$ cat src/rtl/pipe_pkg.sv
// Shared types and packing widths for the valid/ready pipeline stage registers.
// Producer and consumer stages use the same widths so their payload packing agrees.
package pipe_pkg;

    // ST_ prefix keeps the state names from colliding with the SKID parameter.
    typedef enum logic [1:0] {
        ST_EMPTY = 2'd0,
        ST_FULL  = 2'd1,
        ST_SKID  = 2'd2
    } skid_state_e;

    localparam int PC_RESET = 0;

    // Packed widths for each stage boundary.
    localparam int IF_ID_PAYLOAD_W  = 32 + 1;
    localparam int ID_EX_PAYLOAD_W  = 8 + 32 + 32 + 5 + 1 + 4 + 32 + 2;
    localparam int EX_MEM_PAYLOAD_W = 5 + 1 + 32 + 4 + 32 + 32;
    localparam int MEM_WB_PAYLOAD_W = 5 + 1 + 32;

endpackage

$ cat src/rtl/pipe_stage_skid_sat_counter.sv
// Saturating up-counter used for the stage's bubble and stall performance counters.
// It sticks at all-ones instead of wrapping, and only clear returns it to zero.
module sat_counter #(
    parameter int W = 16
) (
    input  logic         clk,
    input  logic         clear,
    input  logic         inc,
    output logic [W-1:0] count
);

    always_ff @(posedge clk) begin
        if (clear) begin
            count <= '0;
        end else if (inc && (count != '1)) begin
            count <= count + W'(1);
        end
    end

endmodule

$ cat src/rtl/pipe_stage_skid.sv
// Pipeline stage register carrying payload and PC with a valid/ready handshake,
// flush, bubble zeroing, an optional 2-entry skid buffer and bubble/stall counters.
module pipe_stage_skid
    import pipe_pkg::*;
#(
    parameter int PAYLOAD_W    = 64,
    parameter int PC_W         = 32,
    parameter int SKID         = 1,
    parameter int CLEAR_BUBBLE = 1,
    parameter int CNT_W        = 16
) (
    input  logic                 clk,
    input  logic                 rst,
    input  logic                 flush,
    input  logic                 in_valid,
    input  logic [PAYLOAD_W-1:0] in_payload,
    input  logic [PC_W-1:0]      in_pc,
    output logic                 in_ready,
    output logic                 out_valid,
    output logic [PAYLOAD_W-1:0] out_payload,
    output logic [PC_W-1:0]      out_pc,
    input  logic                 out_ready,
    output logic [CNT_W-1:0]     bubble_cnt,
    output logic [CNT_W-1:0]     stall_cnt,
    output skid_state_e          dbg_state
);

    // Handshake: an entry moves whenever valid and ready are both high at a rising
    // edge; a producer holds valid and its data stable until that edge.
    logic                 xfer_in;
    logic                 xfer_out;
    skid_state_e          state_q, state_d;
    logic                 valid_q, valid_d;
    logic [PAYLOAD_W-1:0] main_pl_q, main_pl_d, skid_pl_q, skid_pl_d;
    logic [PC_W-1:0]      main_pc_q, main_pc_d, skid_pc_q, skid_pc_d;

    always_comb begin
        if (SKID != 0) begin
            in_ready = !rst && (state_q != ST_SKID);
        end else begin
            in_ready = !rst && (out_ready || !valid_q);
        end
    end

    assign xfer_in     = in_valid && in_ready;
    assign xfer_out    = valid_q && out_ready;
    assign out_valid   = valid_q;
    assign out_payload = main_pl_q;
    assign out_pc      = main_pc_q;
    assign dbg_state   = state_q;

    always_comb begin
        state_d   = state_q;
        main_pl_d = main_pl_q;
        main_pc_d = main_pc_q;
        skid_pl_d = skid_pl_q;
        skid_pc_d = skid_pc_q;
        unique case (state_q)
            ST_EMPTY: begin
                if (xfer_in) begin
                    state_d   = ST_FULL;
                    main_pl_d = in_payload;
                    main_pc_d = in_pc;
                end
            end
            ST_FULL: begin
                // Without a skid buffer in_ready implies out_ready, so xfer_in alone never happens.
                if (xfer_in && xfer_out) begin
                    main_pl_d = in_payload;
                    main_pc_d = in_pc;
                end else if (xfer_in) begin
                    state_d   = ST_SKID;
                    skid_pl_d = in_payload;
                    skid_pc_d = in_pc;
                end else if (xfer_out) begin
                    state_d = ST_EMPTY;
                    if (CLEAR_BUBBLE != 0) begin
                        main_pl_d = '0;
                        main_pc_d = '0;
                    end
                end
            end
            ST_SKID: begin
                if (xfer_out) begin
                    state_d   = ST_FULL;
                    main_pl_d = skid_pl_q;
                    main_pc_d = skid_pc_q;
                    if (CLEAR_BUBBLE != 0) begin
                        skid_pl_d = '0;
                        skid_pc_d = '0;
                    end
                end
            end
            default: state_d = ST_EMPTY;
        endcase
        if (flush) begin
            state_d = ST_EMPTY;
            if (CLEAR_BUBBLE != 0) begin
                main_pl_d = '0;
                main_pc_d = '0;
                skid_pl_d = '0;
                skid_pc_d = '0;
            end
        end
        valid_d = (state_d != ST_EMPTY);
    end

    always_ff @(posedge clk) begin
        if (rst) begin
            state_q   <= ST_EMPTY;
            valid_q   <= 1'b0;
            main_pl_q <= '0;
            main_pc_q <= PC_W'(PC_RESET);
            skid_pl_q <= '0;
            skid_pc_q <= PC_W'(PC_RESET);
        end else begin
            state_q   <= state_d;
            valid_q   <= valid_d;
            main_pl_q <= main_pl_d;
            main_pc_q <= main_pc_d;
            skid_pl_q <= skid_pl_d;
            skid_pc_q <= skid_pc_d;
        end
    end

    sat_counter #(.W(CNT_W)) u_bubble_cnt (
        .clk   (clk),
        .clear (rst),
        .inc   (out_ready && !valid_q),
        .count (bubble_cnt)
    );

    sat_counter #(.W(CNT_W)) u_stall_cnt (
        .clk   (clk),
        .clear (rst),
        .inc   (valid_q && !out_ready),
        .count (stall_cnt)
    );

endmodule
$ cat config.mk
export PLATFORM = sky130hd
export DESIGN_NAME = pipe_stage_skid
export DESIGN_NICKNAME = d
export VERILOG_FILES = /design/src/rtl/pipe_pkg.sv /design/src/rtl/pipe_stage_skid_sat_counter.sv /design/src/rtl/pipe_stage_skid.sv
export SDC_FILE = /design/constraint.sdc
export NUM_CORES = 1
export LEC_CHECK = 0
export BUFFER_PORTS_ARGS = -buffer_cell sky130_fd_sc_hd__buf_4
export CELL_PAD_IN_SITES_DETAIL_PLACEMENT = 1
export CELL_PAD_IN_SITES_GLOBAL_PLACEMENT = 2
export CORE_AREA = 5 5 193 195
export CTS_CLUSTER_SIZE = 28
export DETAILED_ROUTE_END_ITERATION = 16
export DIE_AREA = 0 0 198 200
export HOLD_SLACK_MARGIN = 0.02
export PLACE_DENSITY = 0.83
export RECOVER_POWER = 100
export SLEW_MARGIN = 20
export SYNTH_ARGS = -nofsm -noshare
export SYNTH_HDL_FRONTEND = slang
export SYNTH_SLANG_ARGS = --single-unit
$ cat constraint.sdc
create_clock -name clk -period 2.5 [get_ports clk]
set_clock_uncertainty 0.05 [all_clocks]
set_input_delay 0.25 -clock clk [delete_from_list [all_inputs] [get_ports clk]]
set_output_delay 0.25 -clock clk [all_outputs]
set_load 0.01 [all_outputs]
==> results of run 1 <==
## synth_stat cells (3+ instances only)
| master | number | area, um2 |
|---|---|---|
| nand2b_1 | 3 | 18.8 |
| a221oi_2 | 41 | 616 |
| a221oi_1 | 57 | 499 |
| nor3_1 | 75 | 375 |
| ha_1 | 7 | 87.6 |
| or4_1 | 6 | 45.0 |
| a211oi_1 | 3 | 22.5 |
| buf_6 | 5 | 56.3 |
| inv_1 | 6 | 22.5 |
| nor3_2 | 28 | 280 |
| dfxtp_1 | 227 | 4540 |
| and4_1 | 4 | 35.0 |
| nor2_1 | 118 | 443 |
| nand3b_1 | 96 | 721 |
| nand3_1 | 13 | 65.1 |
| o31ai_1 | 8 | 60.1 |
| nand4_1 | 9 | 56.3 |
| buf_1 | 3 | 11.3 |
| nor2b_1 | 18 | 113 |
| nand2_1 | 118 | 443 |
| and3_1 | 3 | 18.8 |
| a21oi_1 | 116 | 581 |
| clkbuf_1 | 68 | 255 |
| or2_2 | 3 | 18.8 |
| nor4_1 | 3 | 18.8 |
| buf_2 | 24 | 120 |
| mux2_2 | 16 | 180 |
| nand4b_1 | 3 | 26.3 |
| and2_1 | 4 | 25.0 |
| mux2i_1 | 3 | 30.0 |
| buf_4 | 6 | 45.0 |
## worst reg2reg max path, stage by stage, from the launching register on
cell	delay, ns
dfxtp_1	0.32
inv_1	0.08
ha_4	0.19
or3b_1	0.47
a221o_4	0.50
buf_12	0.19
a221oi_1	0.36
nor3_1	0.11
## kinds of logic after synthesis
logic type	count (synthesis)	share of synthesized area, %
simple gates	511	27.5
compound gates	241	19.1
flops	227	45.3
buf+inv	112	5.09
mux	19	2.10
fa+ha+maj	7	0.873
## repair_timing
action	CTS	global route
endpoints found under the setup margin	0	10
hold buffers	97	0
resized for setup	0	9
setup buffers	0	4
hold endpoints to repair	168	0
## power by group through the flow
stage | registers [mW] | clock network, mW | logic, mW
finish | 3.75 | 4.13 | 0.992
global route | 3.76 | 4.39 | 1.08
CTS | 3.75 | 4.27 | 1.04
detailed placement | 3.83 | 0 | 0.903
global placement | 3.83 | 0 | 0.887
floorplan | 3.85 | 0 | 0.432
## worst max path at each step
stage | startpoint | end | slack [ns] | cells after the start
finish | dbg_state[0] | out_payload[28] | 0.11 | 7
global route | dbg_state[0] | out_payload[27] | -0.03 | 9
CTS | dbg_state[0] | out_payload[54] | 0.02 | 8
detailed placement | dbg_state[0] | out_payload[44] | 0.09 | 8
global placement | dbg_state[0] | out_payload[52] | 0.17 | 8
floorplan | dbg_state[0] | out_pc[10] | 0.05 | 10
## layout make-up
type                            count  area (um2)  share of cell area (%)
Antenna cell                        2        5.00                  0.0363
Clock buffer                       37         763                    5.53
Clock inverter                     12         168                    1.22
Inverter                            6        22.5                   0.163
Multi-Input combinational cell    778        5050                    36.6
Sequential cell                   227        4540                    33.0
Tap cell                          461         577                    4.18
Timing Repair Buffer              365        2660                    19.3
## metal layers
metal | wire (um) | up-vias
met1 | 15900 | 4867
li1 | - | 4637
met3 | 1520 | 53
met2 | 18000 | 214
met5 | 0 | -
met4 | 1080 | 0
## flip-flops by register name (all words and copies together), names as in the netlist
name and count:
out_valid 1, u_stall_cnt.count 16, skid_pl_q 64, out_payload 64, skid_pc_q 32, dbg_state 2
out_pc 32, u_bubble_cnt.count 16
## metrics by stage
stage / setup WS (ns) / util, %
finish: 0.108 / 39.1
global route: -0.0287 / 39.1
CTS: 0.0219 / 40.3
detailed placement: 0.0942 / 34.9
global placement: 0.169 / 34.9
floorplan: 0.0467 / -
==> metrics, run 1 <==
status complete, no violations; # fillers slightly above 4,000; post-synthesis sequential area ratio a little under half; Reg2Reg Depth 7; CTS Sinks 227; Core Area 35,200 um2; Mapped Cells around 1,100; Leak 4.74 nW; Cell Chain, Critical Path inv_1 -> ha_4 -> or3b_1 -> a221o_4 -> buf_12 -> a221oi_1 -> nor3_1; Fin. Hold Viols 0; Synth Net Count 1,225; Async SR Flop Fraction 0%; count of cell types in the netlist 49; WHS Path Cells 4; area grow syn2layout 37.4%; Hold EP u_bubble_cnt.count[1]; CP max stage delay around 0.50 ns; FF+latch count, synth around 230; CP max stage cell a221o_4; GRT overflow 0; Synth Flop Type dfxtp_1; Worst EP arrival 2.74 ns; Clock power frac between 40% and 50%; period utilization 95.7%; CP top delay family compound AO/OA/AOI/OAI gates; Pre-antenna DRT Iters 5; RSZ-0062 raised after global routing true; Clk Latency, worst-skew pair 0.53 ns; Layout Cells excl Fill 1,888; Clock Tree Buf Depth 3; fraction of layout cells with a size suffix above 1 19.2%; CTS tree built; Remaining DRCs 0; first-pass GRT wire length 56.2 mm; crit path time final 2.39 ns; Max Fclk 0.418 GHz; most frequent cells in the layout dfxtp_1 (227), clkbuf_1 (139), nor2_1 (118), nand2_1 (118), buf_4 (118); Worst Path Max Fanout 38; drt total wl 36.5 mm; worst r2r src dbg_state[0]; First DRT Iteration DRCs between 400 and 500; Psw 2.19 mW; FF-to-FF setup slack between 0.1 and 0.15 ns; Worst Hold Launch out_ready; post-route ant nets 0; number of global-route vias before repair 10,100; syn avg cell area 8.98 um2; vias per inst roughly 5.2; Via Count 9,771; GRT met3 Usage about 2.7%; critical path data required time 2.85 ns; Die Ht roughly 200 um; die area 39,600 um2; Hold Slack approximately 0.16 ns; most common cell after layout, fill and taps aside dfxtp_1; PwrDens 644 nW/um2; all-layer global routing usage 17.0%; Slew Limit Headroom 38.1%; sequential power share between 40% and 50%; HPWL after DPL 22.2 mm; Internal 6.68 mW; port bufs between 200 and 250; WP buf/inv 2; # nets final 1,513; Placed Cells incl. Taps 1,734; startpoint types register; TritonCTS buffer count 27; EDFF count, synth 0; reg2reg end out_payload[28]; antenna violations before repair 2; Core Rows 69; CP endpoint kind register; final setup fails 0; Slew @ Worst Pin between 0.9 and 1 ns; Max H-tree Level 1; overall die width ~200 um; largest net degree at the start of global routing 97; Max IR drop VDD roughly 0.48 mV; met1 Usage GRT 21.9%; clk root buf clkbuf_16; Max Cap Viol 0; Top Usage Layer GRT met2; switch share about 25%; Post-Layout Inst Area 13,800 um2; combinational fraction of design power 11.2%; grt met2 use 29.5%; synthesis warning total 0; drt wl/cell just under 20 um; DP Area 12,300 um2; Fin Setup TNS 0 ns; PnR Total Power 8.88 mW; Min-Delay Path Class in -> reg; critical path type reg -> reg; gpl congestion 0.784; Initial Util approximately 28%; io pins 233; Slew Limit Fails 0; Worst-path clk slew approximately 0.060 ns; synthesized area 10,000 um2
No activity file was read; power rests on OpenSTA's default activity.
==> inputs of run 2 (changes only) <==
--- a/config.mk
+++ b/config.mk
@@ -8,14 +8,16 @@
 export BUFFER_PORTS_ARGS = -buffer_cell sky130_fd_sc_hd__buf_4
 export CELL_PAD_IN_SITES_DETAIL_PLACEMENT = 1
 export CELL_PAD_IN_SITES_GLOBAL_PLACEMENT = 2
-export CORE_AREA = 5 5 193 195
+export CORE_AREA = 5 5 192 194
 export CTS_CLUSTER_SIZE = 28
 export DETAILED_ROUTE_END_ITERATION = 16
-export DIE_AREA = 0 0 198 200
+export DIE_AREA = 0 0 197 199
 export HOLD_SLACK_MARGIN = 0.02
 export PLACE_DENSITY = 0.83
 export RECOVER_POWER = 100
+export SETUP_SLACK_MARGIN = 0.2
 export SLEW_MARGIN = 20
 export SYNTH_ARGS = -nofsm -noshare
 export SYNTH_HDL_FRONTEND = slang
+export SYNTH_HIERARCHICAL = 1
 export SYNTH_SLANG_ARGS = --single-unit
==> metrics, run 2 <==
status complete, no violations; CP max stage delay 0.56 ns; Via Count between 10,000 and 15,000; # fillers 4,062; crit path time final 2.35 ns; met2 wire len 19.8 mm; GRT overflow 0; startpoint types register; synthesis warning total 6; Initial Util 28.5%; Clk Latency, worst-skew pair roughly 0.54 ns; critical path type reg -> reg; CTS Sinks 227; antenna violations before repair 3; metal3 WL 2.05 mm; Fin. Hold Viols 0; Synth Net Count 1,221; count of cell types in the netlist 44; PwrDens 619 nW/um2; port bufs 232; drt wl/cell between 20 and 25 um; gpl congestion about 0.77; Clock Tree Buf Depth 3; area grow syn2layout 45.4%; Max H-tree Level 1; period utilization 93.9%; Worst Path Max Fanout 7; HPWL after DPL 23.0 mm; Worst-path clk slew roughly 0.06 ns; post-synthesis sequential area ratio a little under half; Pre-antenna DRT Iters 5; Clock power frac 45.5%; Remaining DRCs 0; all-layer global routing usage 18.3%; Max IR drop VDD 0.502 mV; critical path data required time between 2 and 3 ns; sequential power share 41.8%; Async SR Flop Fraction 0%; highest metal used met4; most frequent cells in the layout dfxtp_1 (226), clkbuf_1 (137), a21oi_1 (116), buf_4 (114), nand3_1 (111); combinational fraction of design power 12.7%; Register Area 4550 um2; synth top area cells dfxtp_1 (45%), nand3b_1 (7.4%), a221oi_2 (6.2%), a21oi_1 (5.8%), nand3_1 (5.6%); Leak 4.89 nW; most instantiated cells after synthesis dfxtp_1 (227), a21oi_1 (116), nand3_1 (112); area leader, netlist dfxtp_1; Cell Chain, Critical Path inv_1 -> ha_4 -> or3b_4 -> a221o_4 -> clkbuf_16 -> a221oi_2 -> nor3_1; fraction of layout cells with a size suffix above 1 about 22%; area of the multi-input gates roughly 5400 um2; CTS tree built; Slew Limit Headroom 49.9%; Max Cap Viol 0; Psw 2.32 mW; syn avg cell area 8.98 um2; Mapped Cells 1,113; dominant cell by count in the synthesized netlist dfxtp_1; CP max stage cell a221o_4; # nets final 1,517; EDFF count, synth 0; CP top delay family compound AO/OA/AOI/OAI gates; largest net degree at the start of global routing 78; WP buf/inv 2; synthesized area 10000 um2; post-route ant nets 0; most common cell after layout, fill and taps aside dfxtp_1; Internal 6.68 mW; TritonCTS buffer count 28; vias per inst 5.43; Max Fclk 0.426 GHz; Slew @ Worst Pin 0.742 ns; Metal-1 WL 18.1 mm; Synth Flop Type dfxtp_1; First DRT Iteration DRCs 463; DP Area 12,400 um2; CP endpoint kind register; Core Area 35,100 um2; Min-Delay Path Class in -> reg; Worst EP arrival 2.71 ns; number of global-route vias before repair 10,800; die area 39,200 um2; RSZ-0062 raised after global routing true; io pins 233; first-pass GRT wire length 59.5 mm; switch share around a quarter; clk root buf clkbuf_16; FF+latch count, synth 227; drt total wl between 40 and 50 mm; Post-Layout Inst Area 14,500 um2; Slew Limit Fails 0; final setup fails 0; overall die width 197 um; Die Ht around 200 um; Hold Slack 0.204 ns; post-synth top area share 45.5%; Core Rows 69; Fin Setup TNS 0 ns
run 2: cell types whose count changed after synthesis, moves of 12 or more:
| cell | delta |
|---|---|
| clkbuf_1 | +18 |
| mux2_2 | -14 |
| nor3_1 | +24 |
| nand3_1 | +99 |
| nand2_1 | -105 |
| nor2b_1 | -12 |
| nor3_2 | -21 |
run 2: logic make-up after synthesis:
group / count (synthesis) / share of synthesized area (%)
buf+inv: 124 / 5.42
fa+ha+maj: 7 / 0.876
flops: 227 / 45.5
xor+xnor: 4 / 0.350
compound gates: 245 / 19.2
mux: 4 / 0.426
simple gates: 502 / 28.3
run 2: final cells by class:
cell class	count	area share, %
Clock buffer	39	5.81
Timing Repair Buffer	380	21.1
Clock inverter	11	0.620
Multi-Input combinational cell	764	37.0
Inverter	8	0.207
Tap cell	461	3.97
Antenna cell	3	0.0517
Sequential cell	227	31.3
run 2: power groups by stage:
stage | Clock [mW] | Combinational (mW) | Sequential [mW]
final | 4.10 | 1.14 | 3.76
after global routing | 4.36 | 1.23 | 3.76
after CTS | 4.23 | 1.03 | 3.76
after global placement | 0 | 0.868 | 3.83
after floorplan | 0 | 0.407 | 3.85
after detailed placement | 0 | 0.881 | 3.84
run 2: through the flow:
step                      utilization (%)  total power [mW]  setup slack [ns]  instances
after global placement               35.2              4.70             0.116       1724
after global routing                 41.5              9.35            0.0560       1893
after CTS                            40.9              9.01             0.181       1872
after detailed placement             35.2              4.72            0.0257       1724
after floorplan                         -              4.26             0.208       1113
final                                41.5              8.99             0.153       1893
run 2: path summary, 6_finish.rpt:
check | to | from | slack, ns | cells past startpoint
worst max-delay path | out_payload[41] | dbg_state[0] | 0.15 | 7
worst min-delay path | u_stall_cnt/count[1] | out_ready | 0.20 | 5
worst max register to register | out_payload[41] | dbg_state[0] | 0.15 | 7
worst min register to register | skid_pl_q[21] | skid_pl_q[21] | 0.42 | 2
run 2: worst min-delay path, stage by stage:
cell	delay (ns)
buf_4	0.12
nor2b_1	0.07
clkbuf_1	0.15
nand3b_1	0.11
a21oi_1	0.06
run 2: what timing repair did:
item	4_1_cts	5_1_grt
endpoints found under the hold margin	173	0
cloned	1	15
gates resized for setup	6	62
pin swaps	2	5
hold buffers	96	0
buffers inserted	1	3
endpoints found under the setup margin	104	165
run 2: metal layers:
metal | vias up | track usage [%]
met3 | 50 | 3.03
met4 | 0 | 4.37
met1 | 5208 | 23.4
met2 | 253 | 32.5
li1 | 4769 | -
met5 | - | 0
